### src/rtl/binary_mul_pkg.sv
// Shared definitions for the iterative shift-add multiplier:
// FSM state encoding, allowed chunk widths and counter sizing.
package binary_mul_pkg;

  typedef enum logic [1:0] {
    ST_IDLE = 2'd0,
    ST_BUSY = 2'd1,
    ST_DONE = 2'd2
  } mul_state_t;

  localparam int BPC_1 = 1;
  localparam int BPC_2 = 2;
  localparam int BPC_4 = 4;

  // Counter must hold the iteration count n itself, not just n-1.
  function automatic int cnt_width(input int n);
    return $clog2(n + 1);
  endfunction

endpackage

### src/rtl/binary_mul_pp_step.sv
// Combinational partial-product former for one multiplier chunk.
// The multiplicand arrives already extended and shifted to the chunk's
// weight. When the chunk holds the multiplier MSB of a signed operation,
// that top bit carries negative weight and its term is subtracted.
module binary_mul_pp_step
  import binary_mul_pkg::*;
#(
  parameter int WIDTH = 16,
  parameter int BPC   = 1
) (
  input  logic [BPC-1:0]     chunk_i,
  input  logic [2*WIDTH-1:0] mcand_i,
  input  logic               msb_chunk_i,
  input  logic               signed_i,
  output logic [2*WIDTH-1:0] pp_o
);

  logic [2*WIDTH-1:0] pp_s;

  // Sum (or subtract, for the signed MSB) the shifted multiplicand per set bit.
  always_comb begin
    pp_s = '0;
    for (int i = 0; i < BPC; i++) begin
      if (chunk_i[i]) begin
        if ((i == BPC - 1) && msb_chunk_i && signed_i) begin
          pp_s = pp_s - (mcand_i << i);
        end else begin
          pp_s = pp_s + (mcand_i << i);
        end
      end else begin
        pp_s = pp_s;
      end
    end
  end

  assign pp_o = pp_s;

endmodule

### src/rtl/binary_mul_seq.sv
// Iterative shift-add multiplier, BPC multiplier bits per cycle, exact
// 2*WIDTH-bit product, per-operation signed/unsigned mode.
// Optional feature macro: BINARY_MUL_SEQ_EARLY_TERM_EN -- finish as soon as
// the remaining multiplier bits are all zero (variable latency, same result).
module binary_mul_seq
  import binary_mul_pkg::*;
#(
  parameter int WIDTH = 16,
  parameter int BPC   = 1
) (
  input  logic               clk,
  input  logic               rst,
  input  logic               en,
  input  logic               in_valid,
  output logic               in_ready,
  input  logic               in_signed,
  input  logic [WIDTH-1:0]   a,
  input  logic [WIDTH-1:0]   b,
  output logic               out_valid,
  input  logic               out_ready,
  output logic [2*WIDTH-1:0] p
);

  localparam int N  = WIDTH / BPC;
  localparam int CW = cnt_width(N);
  localparam int PW = 2 * WIDTH;

  if (!((BPC == BPC_1) || (BPC == BPC_2) || (BPC == BPC_4)) || (WIDTH % BPC != 0)) begin : g_bad_cfg
    $error("binary_mul_seq: BPC must be 1, 2 or 4 and divide WIDTH");
  end

  mul_state_t        state_q, state_d;
  logic [PW-1:0]     acc_q, acc_d;
  logic [PW-1:0]     mcand_q, mcand_d;
  logic [WIDTH-1:0]  mplier_q, mplier_d;
  logic              sgn_q, sgn_d;
  logic [CW-1:0]     cnt_q, cnt_d;
  logic [PW-1:0]     p_q, p_d;

  logic [PW-1:0]     pp_s;
  logic [PW-1:0]     acc_sum_s;
  logic [WIDTH-1:0]  mplier_shr_s;
  logic              msb_chunk_s;
  logic              last_chunk_s;

  assign msb_chunk_s  = (cnt_q == CW'(1));
  assign mplier_shr_s = mplier_q >> BPC;
  assign acc_sum_s    = acc_q + pp_s;

`ifdef BINARY_MUL_SEQ_EARLY_TERM_EN
  // Nothing left to add once the unprocessed multiplier bits are all zero.
  assign last_chunk_s = msb_chunk_s || (mplier_shr_s == '0);
`else
  assign last_chunk_s = msb_chunk_s;
`endif

  binary_mul_pp_step #(
    .WIDTH (WIDTH),
    .BPC   (BPC)
  ) u_pp_step (
    .chunk_i     (mplier_q[BPC-1:0]),
    .mcand_i     (mcand_q),
    .msb_chunk_i (msb_chunk_s),
    .signed_i    (sgn_q),
    .pp_o        (pp_s)
  );

  // Next-state, datapath and handshake logic; en low freezes everything.
  always_comb begin
    state_d  = state_q;
    acc_d    = acc_q;
    mcand_d  = mcand_q;
    mplier_d = mplier_q;
    sgn_d    = sgn_q;
    cnt_d    = cnt_q;
    p_d      = p_q;
    case (state_q)
      ST_IDLE: begin
        if (en && in_valid) begin
          state_d  = ST_BUSY;
          acc_d    = '0;
          mcand_d  = in_signed ? {{WIDTH{a[WIDTH-1]}}, a} : {{WIDTH{1'b0}}, a};
          mplier_d = b;
          sgn_d    = in_signed;
          cnt_d    = CW'(N);
        end else begin
          state_d = ST_IDLE;
        end
      end
      ST_BUSY: begin
        if (en) begin
          // Multiplicand shifts up as the multiplier shifts down, keeping weights aligned.
          acc_d    = acc_sum_s;
          mcand_d  = mcand_q << BPC;
          mplier_d = mplier_shr_s;
          cnt_d    = cnt_q - CW'(1);
          if (last_chunk_s) begin
            state_d = ST_DONE;
            p_d     = acc_sum_s;
          end else begin
            state_d = ST_BUSY;
          end
        end else begin
          state_d = ST_BUSY;
        end
      end
      ST_DONE: begin
        if (en && out_ready) begin
          state_d = ST_IDLE;
        end else begin
          state_d = ST_DONE;
        end
      end
      default: begin
        state_d = ST_IDLE;
      end
    endcase
  end

  // State registers with synchronous reset taking priority over en.
  always_ff @(posedge clk) begin
    if (rst) begin
      state_q  <= ST_IDLE;
      acc_q    <= '0;
      mcand_q  <= '0;
      mplier_q <= '0;
      sgn_q    <= 1'b0;
      cnt_q    <= '0;
      p_q      <= '0;
    end else begin
      state_q  <= state_d;
      acc_q    <= acc_d;
      mcand_q  <= mcand_d;
      mplier_q <= mplier_d;
      sgn_q    <= sgn_d;
      cnt_q    <= cnt_d;
      p_q      <= p_d;
    end
  end

  // Handshake flags decode the state register only, so out_ready never reaches in_ready.
  assign in_ready  = (state_q == ST_IDLE);
  assign out_valid = (state_q == ST_DONE);
  assign p         = p_q;

endmodule

### config.mk
export PLATFORM = sky130hd
export DESIGN_NAME = binary_mul_seq
export DESIGN_NICKNAME = d
export VERILOG_FILES = /design/src/rtl/binary_mul_pkg.sv /design/src/rtl/binary_mul_pp_step.sv /design/src/rtl/binary_mul_seq.sv
export SDC_FILE = /design/constraint.sdc
export NUM_CORES = 1
export LEC_CHECK = 0
export CAP_MARGIN = 20
export CORE_MARGIN = 2
export CORE_UTILIZATION = 30
export CTS_CLUSTER_DIAMETER = 50
export DETAILED_ROUTE_END_ITERATION = 8
export SLEW_MARGIN = 20
export SYNTH_ARGS = -nofsm -noshare
export SYNTH_HDL_FRONTEND = slang
export SYNTH_SLANG_ARGS = --single-unit
### constraint.sdc
create_clock -name clk -period 5.7 [get_ports clk]
set_input_delay 0.57 -clock clk [delete_from_list [all_inputs] [get_ports clk]]
set_output_delay 0.57 -clock clk [all_outputs]
set_load 0.03 [all_outputs]
# Word level (Yosys, flattened, before mapping)
# Index checks and enable logic that the tools add are counted.
[classes]
add_sub_neg = 3
n_eq_ne = 5
n_mux = 20
reduce_logical = 8
[ops]
columns = ["cell", "count"]
rows = [
  ["2-to-1 mux 32 bit", 7],
  ["case mux 32 bit (2 select lines)", 2],
  ["adder 32 bit", 1],
  ["2-to-1 mux 16 bit", 2],
  ["case mux 16 bit (2 select lines)", 1],
  ["subtractor 1 x 32 -> 32 bit, first input constant", 1],
  ["2-to-1 mux 5 bit", 2],
  ["case mux 5 bit (2 select lines)", 1],
  ["2-to-1 mux 2 bit", 3],
  ["case mux 2 bit (3 select lines)", 1],
  ["AND reduction 3 bit", 2],
  ["== test 5 x 1 -> 1 bit, second input constant", 1],
  ["subtractor 5 x 1 -> 5 bit, second input constant", 1],
  ["logical AND 1 bit", 3],
  ["== test 2 x 1 -> 1 bit, second input constant", 1],
  ["== test 2 bit, second input constant", 1],
  ["zero test 2 bit", 1],
  ["inequality test 2 x 1 -> 1 bit, second input constant", 1],
  ["inequality test 2 bit, second input constant", 1],
  ["AND reduction 2 bit", 1],
  ["nonzero test 2 bit", 1],
  ["2-to-1 mux 1 bit", 1],
]
[totals]
register_bits = 120
inputBits = 38
output_inout_bits = 34

# Longest topological paths before layout
[logic_depth]
word_depth = 7
depth_mapped = 21

# Hierarchy
# Synthesis repeated with hierarchy kept, for this count alone.
[unflattened]
hier_cells = 930
hier_area_um2 = 7477.2
[by_module_without_submodules]
columns = ["mod", "n_inst", "cells_per_inst", "area_per_inst_um2", "seq_area_each_um2"]
rows = [
  ["binary_mul_seq", 1, 742, 6232.2, 2402.3],
  ["binary_mul_pp_step", 1, 188, 1244.9, 0.0],
]

# Worst setup path before layout
# No wires, ideal clock.
[synth_path]
kind = "register to register"
start = "register mcand_q[7]"
end = "register acc_q[31]"
setup_ns = 0.122
arrival_time_ns = 4.287
required_time_ns = 5.578
setup_slack_ns = 1.291
stages_incl_launch_ff = 19
n_path_buf = 2
synth_period_minus_slack_ns = 4.409
cell_sequence = "dfxtp_1 -> buf_6 -> or4_4 -> or3_4 -> nor4_4 -> nand2_1 -> o31ai_1 -> xnor2_1 -> and2_1 -> ha_1 -> clkbuf_1 -> a21o_1 -> a21oi_1 -> o21ai_0 -> a221o_1 -> a211oi_1 -> nor3_2 -> or2_0 -> a311o_1"
[synth_between]
elab_chain_len = 6
[synth_lines]
columns = ["item", "line", "source"]
rows = [
  ["start, declared", "binary_mul_seq.sv:34", "logic [PW-1:0] mcand_q, mcand_d;"],
  ["start signal, assigned", "binary_mul_seq.sv:133", "mcand_q <= mcand_d;"],
  ["subtractor 1 x 32 -> 32 bit", "binary_mul_pp_step.sv:26", "pp_s = pp_s - (mcand_i << i);"],
  ["2-to-1 mux 32 bit *", "binary_mul_pp_step.sv:25", "if ((i == BPC - 1) && msb_chunk_i && signed_i) begin"],
  ["2-to-1 mux 32 bit *", "binary_mul_pp_step.sv:24", "if (chunk_i[i]) begin"],
  ["adder 32 bit *", "binary_mul_seq.sv:48", "assign acc_sum_s = acc_q + pp_s;"],
  ["2-to-1 mux 32 bit *", "binary_mul_seq.sv:91", "if (en) begin"],
  ["case mux 32 bit (2 select lines) *", "binary_mul_seq.sv:77", "case (state_q)"],
  ["end signal, assigned", "binary_mul_seq.sv:124", "acc_q <= '0;"],
  ["end signal, assigned", "binary_mul_seq.sv:132", "acc_q <= acc_d;"],
  ["end, declared", "binary_mul_seq.sv:33", "logic [PW-1:0] acc_q, acc_d;"],
]
# Every way passes the cells marked *; elsewhere a longest branch is shown, timed or not. The select of a mux whose other input is x is not followed.
# A chain may end at the register's enable or synchronous reset.

# Final worst setup path
[layout_path]
start = "register cnt_q[0]"
end = "register acc_q[31]"
[layout_between]
elab_chain_len = 7
[layout_lines]
columns = ["item", "line", "source"]
rows = [
  ["start, declared", "binary_mul_seq.sv:37", "logic [CW-1:0] cnt_q, cnt_d;"],
  ["start signal, assigned", "binary_mul_seq.sv:136", "cnt_q <= cnt_d;"],
  ["== test 5 x 1 -> 1 bit", "binary_mul_seq.sv:46", "assign msb_chunk_s = (cnt_q == CW'(1));"],
  ["logical AND 1 bit", "binary_mul_pp_step.sv:25", ""],
  ["2-to-1 mux 32 bit", "binary_mul_pp_step.sv:25", ""],
  ["2-to-1 mux 32 bit", "binary_mul_pp_step.sv:24", ""],
  ["adder 32 bit", "binary_mul_seq.sv:48", ""],
  ["2-to-1 mux 32 bit", "binary_mul_seq.sv:91", ""],
  ["case mux 32 bit (2 select lines)", "binary_mul_seq.sv:77", ""],
]
# Every way passes these cells. The select of a mux whose other input is x is not followed.

==> reports/qor.txt <==
Outcome: finished clean
Port bufs: 71
TritonCTS Buffers: 17
Power Total: 0.002321 W
Post-cts resize count: 0
Final Critical Period: 5.082 ns
RSZ-0062 raised after global routing: false
Reg-to-reg critical path startpoint: cnt_q[0]$_SDFFE_PP0P_
Pin count of the biggest net entering global routing: 83
Internal power: 0.001722 W
Hold depth: 2
Post-CTS setup buffer count: 0
Max incr delay on CP: 0.63 ns
Total track usage: 14.93%
Mean post-synth cell area: 7.853 µm²
Via count: 6147
Antenna Violating Nets Remaining: 0
CTS root buf: clkbuf_16
Gate Count Post-Synth: 880
Clock latency on the worst-skew pair: 0.43 ns
Detailed Place HPWL: 12.42 mm
Post-synthesis sequential area ratio: 34.76%
# diodes: 0
Crit path kind: flop to flop
Worst setup SP type: flop
Die area: 24260 µm²
Peak supply drop: 196.1 µV
Yosys cell types: 58
P_sw: 0.0005993 W
Crit path DAT: 5.39 ns
CTS sink count: 120
Final nets: 995
CP Buf/Inv Count: 0
WP data required: 6.01 ns
Sw frac: 25.82%
Fin. Hold Viols: 0
Hold_sp: p[23]$_SDFFE_PP0P_
Via density: 5.039
Rows: 55
Combinational power share: 10.8%
GPL Wtd Cong: 0.8769
Register share of total power: 39.4%
Commonest non-fill, non-tap cells in the layout: nand2_1 (136), dfxtp_1 (120), a21oi_1 (103)
Power density over the cells: 274.7 nW/µm²
Post-Syn Area: 6910 µm²
Crit path depth: 14
Syn_nets: 953
Largest delay contributor family on the critical path: simple AND/OR/NAND/NOR gates
Share of cells above drive strength 1: 6.203%
Period utilisation layout: 89.16%
Max Cap Viol: 0
CP Max Fanout: 19
Setup Skew: 0.01013 ns
Start point of the critical path: cnt_q[0]$_SDFFE_PP0P_
Clk buf depth: 2
Slowest library cell on the worst path: nor4b_1
# IOs: 72
FF-to-FF path depth: 14
Max-slew violations: 0
Post-synth EDFFs: 0
Routed WL per cell: 14.36 µm
CTS tree: done
Commonest non-fill, non-tap cell in the layout: nand2_1
Antenna violations before repair: 0
Drt initial violations: 550
Final setup vio count: 0
Routed wire length: 17.52 mm
Die extent in x: 155.8 µm
Core area: 22640 µm²
Worst-path clk slew: 0.06 ns
Clk pwr share: 49.9%
Setup TNS: 0 ns
YS warnings: 0
Post-synth top flop: dfxtp_1
Peak Freq: 196.8 MHz
Rel. slew slack: 37.43%
Congestion Overflow GR: 0
Final routed DRC violation total: 0
Asr flop ratio synth: 0%
Htree depth: 4
Worst min path class: flop to flop
Die Ht: 155.8 µm
#FFs+latches synth: 120
Critical-path cell list: ha_1 > nor4b_1 > nand2_1 > or3_2 > a21boi_0 > ha_1 > a21oi_1 > o31ai_1 > a21oi_1 > o211ai_1 > a211oi_1 > nor3_2 > or2_0 > a311o_1
First-pass GRT wire length: 29.38 mm
Endpoint class of the critical path: flop
Cts hold-fix bufs: 0
Starting density of the core: 30.52%
Vias in the first global route: 5850
Initial DRT Pass Iterations: 5
Area growth, synth to finish: 22.27%
Cell leakage power: 3.303 nW
Worst Tran Pin Value: 0.9386 ns
==> tightest hold or removal path: stages (launching register included) <==
cell and delay [ns]:
dfxtp_1 0.30, nand2_1 0.05, a21oi_1 0.05
==> sequential cells by signal (all words and copies together) (netlist names) <==
| signal | cells |
|---|---|
| acc_q | 32 |
| cnt_q | 5 |
| mcand_q | 32 |
| mplier_q | 16 |
| p | 32 |
| sgn_q | 1 |
| state_q | 2 |
==> final cells by class <==
type	instances	area, µm²
Clock buffer	18	439.2
Clock inverter	14	200.2
Fill cell	2320	14190
Inverter	17	63.81
Multi-Input combinational cell	684	4197
Sequential cell	120	2402
Tap cell	285	356.6
Timing Repair Buffer	82	790.8
==> worst paths after layout <==
kind / endpoint / slack, ns
setup / recovery: acc_q[31]$_SDFFE_PP0P_ / 0.62
hold / removal: p[23]$_SDFFE_PP0P_ / 0.45
setup reg to reg: acc_q[31]$_SDFFE_PP0P_ / 0.62
hold reg to reg: p[23]$_SDFFE_PP0P_ / 0.45
==> power by group through the flow <==
stage | logic [W] | clock network (W) | registers (W)
final | 0.000250 | 0.00116 | 0.000914
after global routing | 0.000282 | 0.00122 | 0.000920
after CTS | 0.000252 | 0.00118 | 0.000913
after detailed placement | 0.000251 | 0 | 0.000931
after global placement | 0.000248 | 0 | 0.000931
after floorplan | 0.000186 | 0 | 0.000918
==> cell usage after synthesis (all sizes together) (7+ instances only) <==
cell	count	area, µm²
xnor2	36	315.3
nor2	84	315.3
a211oi	7	52.55
nor4b	7	61.31
inv	17	63.81
a21oi	103	515.5
clkbuf	53	202.7
nand2	138	520.5
nor4	7	58.81
a21o	16	120.1
a22o	14	122.6
xor2	23	201.4
o21a	7	52.55
a22oi	20	150.1
o21ai	23	115.1
o31ai	9	67.56
nand3	12	60.06
nor3	27	140.1
and2	33	206.5
dfxtp	120	2402
ha	34	425.4
a311oi	25	219.0
==> cells by family after synthesis <==
| group | after synthesis | synth area share, % |
|---|---|---|
| simple gates | 335 | 22.49 |
| fa+ha+maj | 35 | 6.446 |
| compound gates | 255 | 24.24 |
| xor+xnor | 59 | 7.478 |
| flops | 120 | 34.76 |
| buf+inv | 76 | 4.581 |
==> through the flow <==
step / utilization (%) / hold WS (ns) / instances / setup WS [ns] / area, µm²
floorplan: - / 0.4318 / 880 / 1.291 / 6910
finish: 37.32 / 0.4511 / 1220 / 0.6180 / 8449
detailed placement: 34.50 / 0.4463 / 1188 / 0.6968 / 7810
CTS: 37.32 / 0.4543 / 1220 / 0.6624 / 8449
global route: 37.32 / 0.4758 / 1220 / 0.07819 / 8449
global placement: 34.50 / 0.4400 / 1188 / 0.8606 / 7810
==> per-layer routing <==
layer	track usage [%]	up-vias	wire length, µm
met5	0	-	0
met4	5.374	0	222
met3	3.583	13	732
met2	21.41	127	7289
met1	21.60	2800	9274
li1	-	3207	-
No activity file was read; power rests on OpenSTA's default activity.
==> patch: new RTL, same settings <==
The 3 states of `mul_state_t` get a one-hot encoding in 3 bits.
--- a/src/rtl/binary_mul_pkg.sv
+++ b/src/rtl/binary_mul_pkg.sv
@@ -3,8 +3,8 @@
 package binary_mul_pkg;
 
-  typedef enum logic [1:0] {
-    ST_IDLE = 2'd0,
-    ST_BUSY = 2'd1,
-    ST_DONE = 2'd2
+  typedef enum logic [2:0] {
+    ST_IDLE = 3'b001,
+    ST_BUSY = 3'b010,
+    ST_DONE = 3'b100
   } mul_state_t;
 
Formal check against the unedited RTL: no difference found for any inputs over 10 cycles, from zero or initial values and one cycle with rst high; not proved beyond that.
==> patch against the original RTL <==
Wire length rose by 12%. Setup slack improved by 0.42 ns. Synthesized area grew 1.7%. Via count grew 5.3%. Total power shrank 8.7%. Sequential cell count up 1. Utilization is 0.57 points lower. Cell count rose by 2.6%. Cell area increased by 1.2%. First-iteration DRC count is 30% lower. Critical path depth up 1. Largest power group unchanged. Highest routed layer unchanged.
==> patch: results (changes against the original RTL) <==
status=finished clean; synth top area cells=dfxtp_1 34%, a21oi_1 7.7%, nand2_1 6.2%; sequential cell area share=0.283 (-0.000987); metal3 WL=1.10 mm (+50%); clock network area share=0.0681 (-0.00762); via/cell ratio=5.17 (+2.6%); vias in the first global route=6047 (+3.4%); DRT met1 WL=9.69 mm (+4.4%); final hold slack=0.454 ns (+0.00243 ns); P_leak=3.27 nW (-0.99%); fraction of cell area in non-clock buffers=0.0890 (-0.00461); Layout Nets=993 (-0.20%); Non-CTS buffers=78 (-4.9%); worst slew pin tran=1.07 ns (+0.130 ns); multi-input gate area in the final layout=4310 um2 (+2.7%); Worst EP arrival=4.98 ns (-0.41 ns); Worst R2R End=acc_q[30]; Synth Cell Area=7030 um2 (+1.7%); All-Layer GR Usage=0.164 (+0.0147); Post-Route Skew=0.00805 ns (-0.00208 ns); multi-input combinational gate total=682 (-0.29%); # fillers=2481 (+6.9%); post-synthesis mux area share=0.0114 (+0.0114); Max rail drop VDD=0.000191 V (-2.7%); worst min-delay path category=flip-flop to flip-flop; Post-Syn Nets=956 (+0.31%); area fraction in compound gates after synthesis=0.254 (+0.0117); first-pass GRT wire length=32.0 mm (+9.0%); Commonest cells post-synth=121 x dfxtp_1, 116 x nand2_1, 108 x a21oi_1; layout cell share with drive strength beyond 1=0.0536 (-0.00844); dpl hpwl=13.7 mm (+10%); Synth cell types=60 (+3.4%); XOR/XNOR Fraction of Synth Area=0.0686 (-0.00622); largest net degree at the start of global routing=75 (-9.6%); routed wl met2=8.58 mm (+18%); reg2reg path depth=15 (+1); CP max FO=8 (-11); TritonCTS Sinks=121 (+0.83%); Skew-Pair Late Insertion Delay=0.43 ns (about the same); met3 usage in global routing=0.0427 (+0.00684); Crit-path slowest cell=nor4_2; iteration-0 DRC count of the detailed router=385 (-30%); HP Start=mplier_q[9]; worst reg-to-reg setup slack=1.04 ns (+0.42 ns); Final GP Congestion=0.870 (-0.80%); inverters=20 (+3); register area share after synthesis=0.345 (-0.00291); Worst Hold Path EP=mplier_q[9]; met1 Track Usage GR=0.224 (+0.00810); adder-cell share of the synthesized area=0.0634 (-0.00107); grt met2 use=0.250 (+0.0355); clkbuf count=22 (+4); WL per Instance=15.7 um (+9.3%); Final Cycle Share=0.818 (-0.0735)
==> patch: stage by stage <==
step                      utilization  std cells
after floorplan                     -        883
after global routing            0.368       1252
after CTS                       0.367       1252
after detailed placement        0.342       1220
after global placement          0.342       1220
final                           0.368       1252
==> patch: worst max path at each step <==
stage               slack [ns]         to       start  depth (start not counted)
detailed placement        1.08  acc_q[30]  mcand_q[2]                         15
floorplan                 1.49  acc_q[30]  mcand_q[2]                         17
global route              0.66  acc_q[29]  mcand_q[2]                         16
finish                    1.04  acc_q[30]  mcand_q[2]                         15
global placement          1.12  acc_q[30]  mcand_q[2]                         15
CTS                       1.06  acc_q[30]  mcand_q[2]                         15
==> patch: report_power, final <==
group	internal [W]	leakage, nW	total (W)	switching (W)
clock	0.000667	0.273	0.00108	0.000414
combinational	0.0000650	2.02	0.000150	0.0000854
sequential	0.000864	0.980	0.000888	0.0000239
